$ cat src/rtl/radix4_divider_param.sv
// radix4_divider_param: iterative radix-4 integer divider (2 quotient bits per
// cycle) with signed/unsigned modes and RISC-V divide-by-zero and overflow
// results. Only the significant dividend digits are iterated.
// Optional build macro DIV_RESULT_CACHE_EN adds a one-entry cache of the last
// completed operation; a repeat of the same inputs bypasses the divide loop.
//
// Handshake: an operation is accepted on an edge with in_valid && in_ready
// (in_ready is high only in IDLE), and operands and is_signed are latched on
// that edge. The result is offered with out_valid and is held stable until an
// edge with out_valid && out_ready. The result registers keep their values
// after the transfer.
module radix4_divider_param #(
    parameter int WIDTH = 32
) (
    input  logic             clk,
    input  logic             rst,
    input  logic             in_valid,
    output logic             in_ready,
    input  logic [WIDTH-1:0] dividend,
    input  logic [WIDTH-1:0] divisor,
    input  logic             is_signed,
    output logic             out_valid,
    input  logic             out_ready,
    output logic [WIDTH-1:0] quotient,
    output logic [WIDTH-1:0] remainder
);

    localparam int HALF = WIDTH / 2;
    localparam int CW   = $clog2(HALF + 1);
    localparam int SW   = $clog2(WIDTH + 1);
    localparam logic [WIDTH-1:0] MIN_INT = {1'b1, {(WIDTH-1){1'b0}}};

    typedef enum logic [2:0] {
        S_IDLE,
        S_PREP,
        S_SHIFT,
        S_DIVIDE,
        S_FIXUP,
        S_DONE
    } state_t;

    state_t state;

    // Latched request
    logic [WIDTH-1:0] a_reg, b_reg;
    logic             sgn_reg;

    // Prepared operands
    logic [WIDTH-1:0] a_mag;
    logic [WIDTH+1:0] b1, b2, b3;
    logic [CW-1:0]    n_reg, cnt;
    logic             neg_q, neg_r;

    // Precomputed result for special cases and cache hits
    logic             bypass;
    logic [WIDTH-1:0] byp_q, byp_r;

    // Iteration state
    logic [WIDTH-1:0] a_sh;
    logic [WIDTH-1:0] rem_r;
    logic [WIDTH-1:0] q_acc;

    // Combinational helpers
    logic             a_neg, b_neg;
    logic [WIDTH-1:0] a_abs, b_abs;
    logic [CW-1:0]    n_calc;
    logic             div_zero, ovf;
    logic [SW-1:0]    shamt;
    logic [WIDTH+1:0] pr;
    logic [1:0]       digit;
    logic [WIDTH-1:0] diff;
    logic [WIDTH-1:0] fix_q, fix_r;
    logic             cache_hit;
    logic [WIDTH-1:0] hit_q, hit_r;

    assign in_ready = (state == S_IDLE);

    // Number of radix-4 digits: one more than the index of the highest
    // non-zero bit pair, at least one so a zero dividend still iterates once.
    function automatic logic [CW-1:0] digit_count(input logic [WIDTH-1:0] v);
        logic [CW-1:0] n;
        n = CW'(1);
        for (int i = 0; i < HALF; i++) begin
            if (v[2*i] | v[2*i+1]) n = CW'(i + 1);
        end
        return n;
    endfunction

    // Operand magnitudes, digit count and special-case detection for PREP
    always_comb begin
        a_neg    = sgn_reg & a_reg[WIDTH-1];
        b_neg    = sgn_reg & b_reg[WIDTH-1];
        a_abs    = a_neg ? -a_reg : a_reg;
        b_abs    = b_neg ? -b_reg : b_reg;
        n_calc   = digit_count(a_abs);
        div_zero = (b_reg == '0);
        ovf      = sgn_reg && (a_reg == MIN_INT) && (b_reg == '1);
        shamt    = SW'(2 * (HALF - int'(n_reg)));
    end

    // One radix-4 step: largest digit d with d*b not above the partial remainder
    always_comb begin
        pr = {rem_r, a_sh[WIDTH-1 -: 2]};
        if (pr >= b3) begin
            digit = 2'd3;
            diff  = WIDTH'(pr - b3);
        end else if (pr >= b2) begin
            digit = 2'd2;
            diff  = WIDTH'(pr - b2);
        end else if (pr >= b1) begin
            digit = 2'd1;
            diff  = WIDTH'(pr - b1);
        end else begin
            digit = 2'd0;
            diff  = WIDTH'(pr);
        end
    end

    // Final signed result, or the precomputed one for bypassed operations
    always_comb begin
        if (bypass) begin
            fix_q = byp_q;
            fix_r = byp_r;
        end else begin
            fix_q = neg_q ? -q_acc : q_acc;
            fix_r = neg_r ? -rem_r : rem_r;
        end
    end

`ifdef DIV_RESULT_CACHE_EN
    logic             c_valid;
    logic [WIDTH-1:0] c_a, c_b, c_q, c_r;
    logic             c_s;

    assign cache_hit = c_valid && (c_a == a_reg) && (c_b == b_reg) && (c_s == sgn_reg);
    assign hit_q     = c_q;
    assign hit_r     = c_r;

    // Remember the last completed operation; rst invalidates the entry
    always_ff @(posedge clk) begin
        if (rst) begin
            c_valid <= 1'b0;
            c_a     <= '0;
            c_b     <= '0;
            c_s     <= 1'b0;
            c_q     <= '0;
            c_r     <= '0;
        end else if (state == S_FIXUP) begin
            c_valid <= 1'b1;
            c_a     <= a_reg;
            c_b     <= b_reg;
            c_s     <= sgn_reg;
            c_q     <= fix_q;
            c_r     <= fix_r;
        end
    end
`else
    assign cache_hit = 1'b0;
    assign hit_q     = '0;
    assign hit_r     = '0;
`endif

    // Control FSM and datapath registers. Bypassed operations (special cases
    // and cache hits) go through FIXUP, the single place where the result
    // registers are loaded, which gives them a two-edge latency.
    always_ff @(posedge clk) begin
        if (rst) begin
            state     <= S_IDLE;
            a_reg     <= '0;
            b_reg     <= '0;
            sgn_reg   <= 1'b0;
            a_mag     <= '0;
            b1        <= '0;
            b2        <= '0;
            b3        <= '0;
            n_reg     <= '0;
            cnt       <= '0;
            neg_q     <= 1'b0;
            neg_r     <= 1'b0;
            bypass    <= 1'b0;
            byp_q     <= '0;
            byp_r     <= '0;
            a_sh      <= '0;
            rem_r     <= '0;
            q_acc     <= '0;
            quotient  <= '0;
            remainder <= '0;
            out_valid <= 1'b0;
        end else begin
            case (state)
                S_IDLE: begin
                    if (in_valid) begin
                        a_reg   <= dividend;
                        b_reg   <= divisor;
                        sgn_reg <= is_signed;
                        state   <= S_PREP;
                    end
                end
                S_PREP: begin
                    a_mag <= a_abs;
                    b1    <= {2'b00, b_abs};
                    b2    <= {1'b0, b_abs, 1'b0};
                    b3    <= {2'b00, b_abs} + {1'b0, b_abs, 1'b0};
                    n_reg <= n_calc;
                    cnt   <= n_calc;
                    neg_q <= a_neg ^ b_neg;
                    neg_r <= a_neg;
                    if (cache_hit) begin
                        bypass <= 1'b1;
                        byp_q  <= hit_q;
                        byp_r  <= hit_r;
                        state  <= S_FIXUP;
                    end else if (div_zero) begin
                        bypass <= 1'b1;
                        byp_q  <= '1;
                        byp_r  <= a_reg;
                        state  <= S_FIXUP;
                    end else if (ovf) begin
                        bypass <= 1'b1;
                        byp_q  <= MIN_INT;
                        byp_r  <= '0;
                        state  <= S_FIXUP;
                    end else begin
                        bypass <= 1'b0;
                        state  <= S_SHIFT;
                    end
                end
                S_SHIFT: begin
                    a_sh  <= a_mag << shamt;
                    rem_r <= '0;
                    q_acc <= '0;
                    state <= S_DIVIDE;
                end
                S_DIVIDE: begin
                    rem_r <= diff;
                    q_acc <= {q_acc[WIDTH-3:0], digit};
                    a_sh  <= a_sh << 2;
                    cnt   <= cnt - CW'(1);
                    if (cnt == CW'(1)) state <= S_FIXUP;
                end
                S_FIXUP: begin
                    quotient  <= fix_q;
                    remainder <= fix_r;
                    out_valid <= 1'b1;
                    state     <= S_DONE;
                end
                S_DONE: begin
                    if (out_ready) begin
                        out_valid <= 1'b0;
                        state     <= S_IDLE;
                    end
                end
                default: state <= S_IDLE;
            endcase
        end
    end

endmodule
$ cat config.mk
export PLATFORM = sky130hd
export DESIGN_NAME = radix4_divider_param
export DESIGN_NICKNAME = d
export VERILOG_FILES = /design/src/rtl/radix4_divider_param.sv
export SDC_FILE = /design/constraint.sdc
export NUM_CORES = 1
export LEC_CHECK = 0
export CORE_MARGIN = 5
export CORE_UTILIZATION = 34
export CTS_CLUSTER_SIZE = 24
export DETAILED_ROUTE_END_ITERATION = 6
export HOLD_SLACK_MARGIN = 0.05
export PLACE_DENSITY = 0.49
export SYNTH_ARGS = -nofsm -noshare
export SYNTH_HDL_FRONTEND = slang
export SYNTH_SLANG_ARGS = --single-unit
export TNS_END_PERCENT = 1
$ cat constraint.sdc
create_clock -name clk -period 10.61 [get_ports clk]
set_input_delay 1.061 -clock clk [delete_from_list [all_inputs] [get_ports clk]]
set_output_delay 1.061 -clock clk [all_outputs]
set_load 0.02 [all_outputs]
# --- After elaboration in Yosys (flattened, before gate mapping) ---
# Index checks and enable logic that the tools add are counted.
totals:
  inputBits: 69
  ff_bits: 404
op_classes:
  eq_ne: 11
  bitwise: 18
  n_addsub: 10
  n_reduce_logical: 12
  mux: 45
  shift: 1
  n_lt_le_gt_ge: 3
ops:
  columns: ["cell", "n"]
  rows:
  - ["$mux 32", 13]
  - ["$pmux 32 s2", 3]
  - ["$neg 32->32", 4]
  - ["$sub 32x32->32", 3]
  - ["$eq 32x32->1 const B", 2]
  - ["$add 32x33->34", 1]
  - ["$ge 34x32->1", 1]
  - ["$ge 34x33->1", 1]
  - ["$ge 34x34->1", 1]
  - ["$logic_not 32->1", 1]
  - ["$mux 4", 8]
  - ["$shl 32x6->32", 1]
  - ["$mux 3", 9]
  - ["$pmux 3 s6", 1]
  - ["$or 1x1->1", 15]
  - ["$pmux 5 s2", 1]
  - ["$mux 2", 4]
  - ["$reduce_bool 2->1", 4]
  - ["$eq 3x2->1 const B", 2]
  - ["$eq 3x3->1 const B", 2]
  - ["$ne 2x2->1 const B", 3]
  - ["$reduce_and 2->1", 3]
  - ["$eq 5x1->1 const B", 1]
  - ["$mux 5", 1]
  - ["other kinds (10)", 15]

# --- Logic depth before layout (Yosys ltp) ---
logic_depth:
  depth_word: 19
  ltp_mapped: 17
  mapped_depth_nobuf: 16

# --- Least setup slack after synthesis ---
# No wires, ideal clock.
synth_timing:
  path_kind: "register to register"
  from: "register b_reg[6]"
  to: "register b3[32]"
  required_ns: 10.488
  path_slack_ns: 6.500
  path_stages_with_launch: 17
  t_arrival_ns: 3.988
  cell_sequence: "dfxtp_1 or4_1 nor3_1 nor2b_1 nand2_1 o21ai_0 xnor2_1 ha_1 a21o_1 a221oi_1 o21a_1 nor2b_1 a31oi_1 nand3b_1 a211oi_1 nor4_1 a311o_1"
synth_between:
  elab_chain_cells: 3
synth_lines:
  columns: ["element", "line", "rtl"]
  rows:
  - ["start: declaration", "45", "logic [WIDTH-1:0] a_reg, b_reg;"]
  - ["start signal: assignment", "194", "b_reg <= divisor;"]
  - ["$neg 32->32", "94", "b_abs = b_neg ? -b_reg : b_reg;"]
  - ["$mux 32", "94", null]
  - ["named net b_abs[23]", "65", "logic [WIDTH-1:0] a_abs, b_abs;"]
  - ["$add 32x33->34", "203", "b3 <= {2'b00, b_abs} + {1'b0, b_abs, 1'b0};"]
  - ["end signal: assignment", "203", null]
  - ["end: declaration", "50", "logic [WIDTH+1:0] b1, b2, b3;"]
# The timed path passes the listed nets, and every way through them passes these cells.
# A chain may end at the register's enable or synchronous reset.

# --- Final worst setup path ---
# Same ends and word-level chain as after synthesis.

==> flow_summary.toml <==
[clocking]
clkTransAtPathRegs_ns = 0.06
htree_levels = 2
clkSinkCount = 373
clockBufferDepth = 3
cts_setup_buffers = 0
clk_latency_ns = 0.60
hold_buffers = 0
cts_tree = "built"
cts-root-buf = "clkbuf_16"
cts_resized = 0
numCtsBuffers = 45

[timing]
max_freq_mhz = 204
slew_violations = 0
min_period_ns = 4.90
final_hold_viol_count = 0
fin_worst_skew_ns = 0.0229
grt_setup_unrepaired = "no"
whs_ns = 0.450
setup_tns_ns = 0
period_share = 0.461
tightestPinTransition_ns = 1.30
slew_headroom = 0.134
setup_viol = 0

[yosys]
seq_area_frac_synth = 0.297
synth_common_cells = "481 x nand2_1, 373 x dfxtp_1, 322 x a21oi_1, 321 x nor2_1, 186 x clkbuf_1"
yosysWarnings = 0
async_reset_ff_frac = 0
synth.area.top_cells = "dfxtp_1 30%, nand2_1 7.2%, ha_1 6.9%, a21oi_1 6.4%, nor2_1 4.8%"
ys_types = 81
synth_edf_count = 0
avgSynthCellArea_um2 = 7.54
yosysTopAreaCell = "dfxtp_1"
ys.flop_type = "dfxtp_1"
ys_seq_elements = 373
syn_area_um2 = 25100
synthCells = 3330
yosysMostFrequentCell = "nand2_1"
synth_top_area_frac = 0.297
synth_fp_nets = 3541

[critical_path]
crit_fanout = 7
crit_top_cell = "nor2b_1"
start_kind = "flip-flop"
reg2reg_depth = 16
cp_cell_sequence = "or4_1 > nor3_1 > nor2b_1 > nand2_1 > o21ai_0 > xnor2_1 > ha_1 > a21o_1 > a221oi_1 > o21a_1 > nor2b_1 > a31oi_1 > nand3b_1 > a211oi_1 > nor4_1 > a311o_1"
crit_path_end_kind = "flip-flop"
critical_path_class = "flip-flop to flip-flop"
rr_startpoint = "b_reg[6]$_SDFFE_PP0P_"
arrival_ns = 5.38
r2r-end = "b3[32]$_SDFFE_PP0P_"
critical-path-max-stage-delay_ns = 0.60
cpMaxStageDelayCell = "or4_1"
reg2reg_slack_ns = 5.71
required_ns = 11.09

[min_path]
whs_path_depth = 2
min_to = "b3[3]$_SDFFE_PP0P_"
hp-class = "flip-flop to flip-flop"
worstHoldStart = "b3[3]$_SDFFE_PP0P_"

[finish]
largest_reg_flops = 34
multi_input_area_um2 = 16400
seqCellArea_um2 = 7470
fin_area_um2 = 28900
area_growth_pct = 15.0
drive_above_1_share = 0.0498
fin_cells = 4336
regMostFlops = "b3"
num-fill-cells = 7596
fin_nets = 3551
fin_util = 0.395

[global_route]
antenna_found_initial = 0
grt_pass1_wl_um = 141000
grt_overflow_total = 0
grt_pass1_vias = 23000
grtUsageTotal = 0.225
grt_max_degree = 97

[routing]
wl_per_cell_um = 21.5
ant_nets = 0
vias = 24800
drc_errors = 7
drt_iter0_drc = 2125
firstDrtPassIters = 7
routed_wl_um = 93400
avgViaCountPerCell = 5.72

[job]
max-cap-violations = 0

[floorplan]
dieWidth_um = 282
die_h_um = 282
ioPinCount = 135
num_rows = 99
dieArea_um2 = 79400
coreArea_um2 = 73100
start_util = 0.344

[placed_design]
dpl.hpwl_um = 70600
dpl_cell_area_um2 = 27200
numPortBuffers = 134
dp_cells = 4252
place.gp.congestion = 0.911

[outcome]
outcome = "complete, but fails checks"
violations = "design-rule violations"

[power]
vdd_ir_drop_max_v = 0.000450
cellPowerDensity_nw_per_um2 = 386
leakage_uw = 0.0111
[power breakdown]
group,leakage (uW),internal [uW],switching [uW]
Combinational,0.00729,2810,4750
Clock,0.000797,1040,685
Sequential,0.00303,1580,289
[critical path: cells and delay by family (launching register included)]
kind	cells	cell delay [ns]
AO/OA/AOI/OAI	7	2.14
AND/OR/NAND/NOR	7	1.65
adder cells (fa/ha/maj)	1	0.39
flip-flops	1	0.37
XOR/XNOR	1	0.23
[worst max-delay path by stage]
| stage | startpoint | endpoint | slack (ns) |
|---|---|---|---|
| detailed placement | b_reg[6]$_SDFFE_PP0P_ | b3[33]$_SDFFE_PP0P_ | 5.83 |
| floorplan | b_reg[6]$_SDFFE_PP0P_ | b3[32]$_SDFFE_PP0P_ | 6.50 |
| finish | b_reg[6]$_SDFFE_PP0P_ | b3[32]$_SDFFE_PP0P_ | 5.71 |
| global placement | b_reg[6]$_SDFFE_PP0P_ | b3[32]$_SDFFE_PP0P_ | 5.93 |
| CTS | b_reg[6]$_SDFFE_PP0P_ | b3[33]$_SDFFE_PP0P_ | 5.78 |
| global route | b_reg[6]$_SDFFE_PP0P_ | b3[33]$_SDFFE_PP0P_ | 5.07 |
[final cells by class]
| class | instances | share of cell area |
|---|---|---|
| clock inverters | 31 | 0.0161 |
| flip-flops and latches | 373 | 0.259 |
| inverters | 132 | 0.0172 |
| clock buffers | 52 | 0.0416 |
| well taps | 959 | 0.0415 |
| multi-input cells | 2616 | 0.568 |
| repair buffers | 172 | 0.0565 |
| diodes | 1 | 0.0000866 |
[placed cells by master (no fill, tap or decap), types with 19 or more instances in the layout]
cell	synthesis	routed
nor2b_1	22	21
mux2i_1	44	44
a22oi_1	86	86
o31ai_1	46	46
inv_1	132	132
o211ai_1	73	73
a21o_1	43	43
xnor2_1	124	124
nor4_1	29	29
a31oi_1	30	30
nand2b_1	26	25
dfxtp_1	373	372
clkdlybuf4s50_1	0	133
and3_1	26	26
and2_1	20	19
clkbuf_16	0	45
xor2_1	87	87
buf_4	0	38
a211oi_1	94	94
ha_1	138	138
nand2_1	481	479
o21ai_0	162	160
a21oi_1	322	322
nor3_1	51	51
nor2_1	321	317
o21a_1	20	20
nand3_1	48	48
nand4_1	35	35
[cell families after synthesis]
group | synth area share
buffers and inverters | 0.0511
flip-flops | 0.297
XOR/XNOR | 0.0736
AND/OR/NAND/NOR | 0.205
multiplexers | 0.0256
adder cells (fa/ha/maj) | 0.0719
AO/OA/AOI/OAI | 0.276
[layer usage]
layer	vias up	wire length, um	part of all wire	track usage
met5	-	0	0	0
met4	0	2430	0.026	0.0556
met3	115	5360	0.057	0.0306
met2	722	40300	0.43	0.347
met1	11900	45300	0.49	0.334
li1	12100	-	-	-
[through the flow]
stage | setup slack, ns | power, uW
final | 5.71 | 11200
after global placement | 5.93 | 9280
after detailed placement | 5.83 | 9280
after global routing | 5.07 | 11900
after CTS | 5.78 | 11100
after floorplan | 6.50 | 7170
(Power assumes the default switching activity.)
